**src/rtl/bip_control_unit.sv**
```systemverilog
// bip_control_unit
//   Instruction sequencer and decoder for the TP3 BIP CPU. Owns the program
//   counter, fetches instructions from a synchronous program memory and
//   decodes each opcode into accumulator-datapath controls and data-RAM
//   strobes. A start/halt state machine (IDLE -> FETCH <-> EXEC -> HALT)
//   sequences execution; only reset leaves HALT.
//
// Ports
//   i_clock        system clock, all state on rising edge
//   i_reset        synchronous, active-high reset
//   i_start        level; leaves IDLE when high
//   i_instruction  program-memory read data (valid the cycle after o_pc)
//   o_pc           program-memory address (registered PC)
//   o_data_addr    data-RAM address (instruction LSBs during EXEC)
//   o_operand      operand field to datapath (during EXEC)
//   o_sel_a        accumulator source: 00 RAM, 01 sign-ext operand, 10 adder
//   o_sel_b        adder B operand: 0 immediate, 1 RAM data
//   o_enb_acc      accumulator write enable
//   o_operation    1 ADD, 0 SUB
//   o_wr_ram       data-RAM write strobe (accumulator -> RAM)
//   o_rd_ram       data-RAM read strobe
//   o_halt         high while halted
//   o_instr_count  executed-instruction counter (saturating)
module bip_control_unit #(
    parameter int NB_INSTRUCTION = 16,
    parameter int NB_ADDR        = 11,
    parameter int NB_OPCODE      = 5,
    parameter int NB_OPERAND     = NB_INSTRUCTION - NB_OPCODE,
    parameter int NB_SELECTOR_A  = 2,
    parameter int NB_COUNT       = 16
) (
    input  logic                      i_clock,
    input  logic                      i_reset,
    input  logic                      i_start,
    input  logic [NB_INSTRUCTION-1:0] i_instruction,
    output logic [NB_ADDR-1:0]        o_pc,
    output logic [NB_ADDR-1:0]        o_data_addr,
    output logic [NB_OPERAND-1:0]     o_operand,
    output logic [NB_SELECTOR_A-1:0]  o_sel_a,
    output logic                      o_sel_b,
    output logic                      o_enb_acc,
    output logic                      o_operation,
    output logic                      o_wr_ram,
    output logic                      o_rd_ram,
    output logic                      o_halt,
    output logic [NB_COUNT-1:0]       o_instr_count
);

    typedef enum logic [1:0] {
        ST_IDLE,
        ST_FETCH,
        ST_EXEC,
        ST_HALT
    } state_t;

    typedef enum logic [NB_OPCODE-1:0] {
        OP_HLT  = 5'b00000,
        OP_STO  = 5'b00001,
        OP_LD   = 5'b00010,
        OP_LDI  = 5'b00011,
        OP_ADD  = 5'b00100,
        OP_ADDI = 5'b00101,
        OP_SUB  = 5'b00110,
        OP_SUBI = 5'b00111
    } opcode_t;

    typedef enum logic [1:0] {
        SEL_A_RAM   = 2'b00,
        SEL_A_IMM   = 2'b01,
        SEL_A_ADDER = 2'b10,
        SEL_A_NONE  = 2'b11
    } sel_a_t;

    state_t                 state;
    state_t                 next_state;
    logic [NB_ADDR-1:0]     pc;
    logic [NB_COUNT-1:0]    count;
    logic [NB_OPCODE-1:0]   opcode;
    logic                   is_hlt;

    assign opcode = i_instruction[NB_INSTRUCTION-1 -: NB_OPCODE];
    assign is_hlt = (opcode == OP_HLT);

    always_ff @(posedge i_clock) begin
        if (i_reset) begin
            state <= ST_IDLE;
            pc    <= '0;
            count <= '0;
        end else begin
            state <= next_state;
            if (state == ST_EXEC) begin
                // HLT is counted but leaves the PC on itself.
                if (!is_hlt) begin
                    pc <= pc + NB_ADDR'(1);
                end
                if (count != '1) begin
                    count <= count + NB_COUNT'(1);
                end
            end
        end
    end

    always_comb begin
        next_state  = state;
        o_data_addr = '0;
        o_operand   = '0;
        o_sel_a     = SEL_A_NONE;
        o_sel_b     = 1'b0;
        o_enb_acc   = 1'b0;
        o_operation = 1'b0;
        o_wr_ram    = 1'b0;
        o_rd_ram    = 1'b0;

        case (state)
            ST_IDLE: begin
                if (i_start) begin
                    next_state = ST_FETCH;
                end
            end
            ST_FETCH: begin
                next_state = ST_EXEC;
            end
            ST_EXEC: begin
                next_state  = is_hlt ? ST_HALT : ST_FETCH;
                o_data_addr = i_instruction[NB_ADDR-1:0];
                o_operand   = i_instruction[NB_OPERAND-1:0];
                case (opcode)
                    OP_STO: begin
                        o_wr_ram = 1'b1;
                    end
                    OP_LD: begin
                        o_rd_ram  = 1'b1;
                        o_sel_a   = SEL_A_RAM;
                        o_enb_acc = 1'b1;
                    end
                    OP_LDI: begin
                        o_sel_a   = SEL_A_IMM;
                        o_enb_acc = 1'b1;
                    end
                    OP_ADD: begin
                        o_rd_ram    = 1'b1;
                        o_sel_a     = SEL_A_ADDER;
                        o_sel_b     = 1'b1;
                        o_operation = 1'b1;
                        o_enb_acc   = 1'b1;
                    end
                    OP_ADDI: begin
                        o_sel_a     = SEL_A_ADDER;
                        o_operation = 1'b1;
                        o_enb_acc   = 1'b1;
                    end
                    OP_SUB: begin
                        o_rd_ram  = 1'b1;
                        o_sel_a   = SEL_A_ADDER;
                        o_sel_b   = 1'b1;
                        o_enb_acc = 1'b1;
                    end
                    OP_SUBI: begin
                        o_sel_a   = SEL_A_ADDER;
                        o_enb_acc = 1'b1;
                    end
                    default: begin
                        // HLT and undefined opcodes drive no strobes.
                    end
                endcase
            end
            ST_HALT: begin
                next_state = ST_HALT;
            end
            default: begin
                next_state = ST_IDLE;
            end
        endcase
    end

    assign o_pc          = pc;
    assign o_halt        = (state == ST_HALT);
    assign o_instr_count = count;

endmodule

```
**config.mk**
```make
export PLATFORM = sky130hd
export DESIGN_NAME = bip_control_unit
export DESIGN_NICKNAME = d
export VERILOG_FILES = /design/src/rtl/bip_control_unit.sv
export SDC_FILE = /design/constraint.sdc
export NUM_CORES = 1
export LEC_CHECK = 0
export ABC_CLOCK_PERIOD_IN_PS = 3600
export CAP_MARGIN = 15
export CORE_UTILIZATION = 46
export CTS_BUF_LIST = sky130_fd_sc_hd__clkbuf_8
export DETAILED_ROUTE_END_ITERATION = 8
export GPL_TIMING_DRIVEN = 0
export PLACE_DENSITY_LB_ADDON = 0.15
export SLEW_MARGIN = 10
export SYNTH_ARGS = -nofsm -noshare
export SYNTH_HDL_FRONTEND = slang
export SYNTH_SLANG_ARGS = --single-unit
```
**constraint.sdc**
```tcl
create_clock -name i_clock -period 3.6 [get_ports i_clock]
set_clock_uncertainty 0.2 [all_clocks]
set_input_delay 0.54 -clock i_clock [delete_from_list [all_inputs] [get_ports i_clock]]
set_output_delay 0.54 -clock i_clock [all_outputs]
set_load 0.005 [all_outputs]
```
After elaboration in Yosys (flattened, before gate mapping):

Cells that the tools add are included.

* reduce and logical (&&, ||, !) cells: 9
* add/subtract/negate cells: 2
* div/mod/pow operators: 0
* shifts and indexed selects: 0
* bitwise gates (word level): 1
* equality and inequality tests: 12
* mux-type cells: 16
* magnitude comparators: 0
* multiply operators: 0

Operators by type and width (count)
* 5-bit by 3-bit == test with 1-bit output (second input constant): 4
* 16-bit by 1-bit adder with 16-bit output (second input constant): 1
* 16-bit inequality test (second input constant): 1
* 11-bit by 1-bit adder with 11-bit output (second input constant): 1
* 11-bit 2-to-1 mux: 1
* 5-bit by 2-bit == test with 1-bit output (second input constant): 2
* 1-bit 2-to-1 mux: 10
* 2-bit case mux with 4 select lines: 1
* 2-bit 2-to-1 mux: 3
* 2-bit case mux with 3 select lines: 1
* 6-bit OR reduction: 1
* 5-bit by 1-bit == test with 1-bit output (second input constant): 1
* 5-bit logical NOT: 1
* 2-bit == test (second input constant): 2
* 2-bit AND reduction: 2
* 2-bit OR reduction: 2
* 4-bit OR reduction: 1
* 3-bit OR reduction: 1
* 2-bit by 1-bit == test with 1-bit output (second input constant): 1
* 2-bit logical NOT: 1
* 2-bit inequality test (second input constant): 1
* 1-bit inverter: 1

* RAM bits: 0
* register bits: 29
* memories kept: 0
* ROM bits: 0
* bits in latches: 0

Logic depth before layout (Yosys ltp):

Gate-level depths: netlist (run 1).

* depth after elaboration: 4
* mapped depth: 7
* depth with buffers taken out: 5

Worst setup path before layout (run 1):

No wires, ideal clock.

* kind: input-to-reg
* start point: input port i_instruction[15]
* end point: register pc[10], in the netlist o_pc[10]
* setup time: 0.123 ns
* stages on the path: 4
* arrival time: 1.897 ns
* path slack: 1.379 ns
* data required time: 3.277 ns
* path buffers: 0
* cells stage by stage: or4_1 -> o21ai_1 -> nor4_1 -> mux2_1

* word-level cells in the longest chain between the ends: 3

RTL lines
* start, declared: line 35 `input logic [NB_INSTRUCTION-1:0] i_instruction,`
* 5-bit logical NOT: line 82 `assign is_hlt = (opcode == OP_HLT);`
* 1-bit inverter (no source line)
* 2-bit AND reduction (no source line)
* end signal, assigned: line 94 `pc <= pc + NB_ADDR'(1);`
* end, declared: line 76 `logic [NB_ADDR-1:0] pc;`

Every way passes these cells.
A chain may end at the register's enable or synchronous reset.

Worst setup path in the final report (run 1):

* start point: register state[1]
* end point: output port o_operand[8]

* word-level cells in the longest chain between the ends: 2

RTL lines
* start, declared: line 74 `state_t state;`
* start signal, assigned: line 90 `state <= next_state;`
* 2-bit == test: line 114 `case (state)`
* 11-bit 2-to-1 mux: line 114
* end, declared: line 38 `output logic [NB_OPERAND-1:0] o_operand,`

Every way passes these cells.

==> results of run 1 <==
==> cells by family after synthesis <==
| logic type | after synthesis |
|---|---|
| fa+ha+maj | 2 |
| compound gates | 46 |
| simple gates | 88 |
| flops | 29 |
| mux | 4 |
| xor+xnor | 4 |
| buf+inv | 26 |
==> state kept, by name (all words and copies together) (netlist names) <==
name / cells
o_instr_count: 16
state: 2
o_pc: 11
==> synthesized netlist by cell type (all sizes together) (2+ instances only) <==
cell type | number | area share, %
dfxtp | 29 | 36
a21oi | 17 | 5.3
nor2 | 17 | 4.0
and2 | 12 | 4.6
buf | 12 | 5.8
nand4 | 11 | 4.3
o21ai | 11 | 3.4
clkbuf | 9 | 2.2
or4 | 9 | 4.2
o31ai | 7 | 3.3
or3 | 7 | 2.7
nand2 | 6 | 1.4
nand3 | 6 | 1.9
inv | 5 | 1.2
nor2b | 5 | 1.9
nor4 | 5 | 1.9
and3 | 4 | 1.5
xor2 | 4 | 2.2
mux2 | 3 | 2.1
o211ai | 3 | 1.4
a211oi | 2 | 0.93
a31oi | 2 | 0.77
ha | 2 | 1.5
==> critical path: cells and delay by family, from the launching register on <==
family / cells / cell delay (ps)
DFF: 1 / 390
buffers and inverters: 4 / 1300
and+or+nand+nor: 2 / 390
==> power breakdown <==
group | internal [mW] | total [mW] | switching [mW]
clock | 0.148 | 0.266 | 0.118
combinational | 0.0441 | 0.0709 | 0.0268
sequential | 0.324 | 0.328 | 0.00437
==> layer usage <==
layer	wire (um)	up-vias
met2	2110	67
met5	0	-
met3	300	8
li1	-	887
met4	70	0
met1	1756	801
==> through the flow <==
step                std cells  util, %  area [um2]  hold slack, ps
floorplan                 199        -        1615           280.4
global placement          319    71.76        2414           281.5
detailed placement        319    71.76        2414           291.5
CTS                       326    74.33        2500           301.5
global route              326    74.33        2500           322.4
finish                    326    74.33        2500           300.4
==> path summary, 6_finish.rpt <==
path / startpoint / slack [ps] / depth (start not counted) / end
worst max-delay path: state[1] / 510 / 6 / o_operand[8]
worst min-delay path: o_pc[9] / 300 / 2 / o_pc[9]
worst max register to register: o_instr_count[0] / 1010 / 7 / o_instr_count[1]
worst min register to register: o_pc[9] / 300 / 2 / o_pc[9]
==> area by class of cell <==
cell class,count,area [um2]
sequential,29,580.6
tap,46,57.56
inverter,5,18.77
multi-input combinational,144,887.1
buffer,21,128.9
fill,296,863.3
clock inverter,1,3.754
timing repair buffer,74,740.7
clock buffer,6,82.58
==> flow_summary.yaml, run 1 <==
floorplan:
  die_area_um2: 3753
  num_rows: 21
  ios: 76
  core_um2: 3363
  dieWidth_um: 61.26
  die_h_um: 61.26
  start_util_pct: 48.03
logic_synthesis:
  synth_edf_count: 0
  yosys_most_used_dff: "dfxtp_1"
  synth_top_family_by_area: "simple AND/OR/NAND/NOR gates"
  synth_nets: 220
  synthXorXnorAreaFrac_pct: 2.169
  async_flop_share_pct: 0
  synthAdderAreaFrac_pct: 1.549
  synth_area_um2: 1615
  ys_ff_latch: 29
  synth-simple-area-share_pct: 31.29
  avgSynthCellArea_um2: 8.117
  yosysUniqueCellTypes: 38
  synthCells: 199
  synthMuxAreaShare_pct: 2.711
  synth_warnings: 0
  synth_compound_area_share_pct: 17.20
  synth-seq-area-share_pct: 35.94
placed_design:
  dp_hpwl_um: 3220
  io_buffer_count: 74
  pre_cts_slack_ps: 716.4
  gp_congestion: 0.8306
finish:
  layout_commonest_cell: "clkdlybuf4s50_1"
  area_delta_synth_final_pct: 54.76
  drive_gt1_share_pct: 8.214
  diodes: 0
  mostFrequentLayoutCells: "74 x clkdlybuf4s50_1, 29 x dfxtp_1, 17 x nor2_1, 17 x a21oi_1, 12 x and2_1"
  nets: 301
flow_run:
  timing.max_cap.violations: 0
clock_tree:
  postCtsResizedCells: 0
  cts_root_buf: "clkbuf_8"
  clock-sinks: 29
  clock_latency_ps: 280
  clockBufferDepth: 2
  holdBufCountCts: 0
  cts_tree: "yes"
  htreeDepth: 2
  clk_pin_slew_worst_paths_ps: 60
  post-cts-setup-buffers: 0
  numCtsBuffers: 5
route:
  postRouteAntennaNets: 0
  num_vias: 1763
  firstDrtPassIters: 4
  viasPerCell: 5.408
  drtIter0Drc: 156
  routedWlPerCell_um: 13.00
  wl_um: 4238
  drcViolationCount: 0
global_routing:
  track_usage_pct: 24.17
  met2_usage_pct: 38.98
  grt_use_met1_pct: 28.59
  grt_overflow_total: 0
  grt_pass1_wl_um: 6693
  grt_pass1_vias: 1514
  grt_max_degree: 11
  busiest_layer: "met2"
  use_met3_pct: 9.664
  antenna_found_initial: 0
worst_setup_path:
  max_stage_delay_ps: 500
  cp-end-kind: "primary output"
  crit_fanout: 10
  path_cells: "nor2b_1 -> clkbuf_1 -> clkbuf_1 -> and2_1 -> buf_4 -> clkdlybuf4s50_1"
  worst_path_max_delay_cell: "clkdlybuf4s50_1"
  required_ps: 2860
  crit_top_cell: "clkbuf_1"
  startpoint_type: "flop"
  worstPathArrival_ps: 2350
  critPathKind: "reg2out"
timing:
  rsz0062_at_grt: "no"
  setup_tns_ps: 0
  maxSlewViolCount: 0
  fin_crit_ps: 3091
  relSlewSlack_pct: 60.28
  timing.fmax_mhz: 323.5
  worst_pin_slew_ps: 590.4
  finalSetupViolations: 0
  post-route-period-util_pct: 85.87
  hold_viol_final: 0
  timing.final.ws_setup_ps: 508.6
hold_path:
  hold_class: "reg2reg"
status:
  status: "complete, no violations"
power:
  ir_worst_vdd_mv: 0.1613
  powerDensity_nw_per_um2: 266.2
  p_leak_nw: 0.8586
  power_uw: 665.5
(Power assumes the default switching activity.)
==> inputs of run 2 (changes only) <==
--- a/config.mk
+++ b/config.mk
@@ -12,6 +12,7 @@
 export DETAILED_ROUTE_END_ITERATION = 8
 export GPL_TIMING_DRIVEN = 0
 export PLACE_DENSITY_LB_ADDON = 0.15
+export SETUP_SLACK_MARGIN = 0.2
 export SLEW_MARGIN = 10
 export SYNTH_ARGS = -nofsm -noshare
 export SYNTH_HDL_FRONTEND = slang
==> results of run 2 <==
The final DEF is identical to that of run 1; final timing and power are the same.
==> inputs of run 3 (changes only) <==
--- a/config.mk
+++ b/config.mk
@@ -13,6 +13,7 @@
 export GPL_TIMING_DRIVEN = 0
 export PLACE_DENSITY_LB_ADDON = 0.15
 export SETUP_SLACK_MARGIN = 0.2
+export SKIP_LAST_GASP = 1
 export SLEW_MARGIN = 10
 export SYNTH_ARGS = -nofsm -noshare
 export SYNTH_HDL_FRONTEND = slang
==> results of run 3 <==
The final DEF is identical to that of run 1; final timing and power are the same.
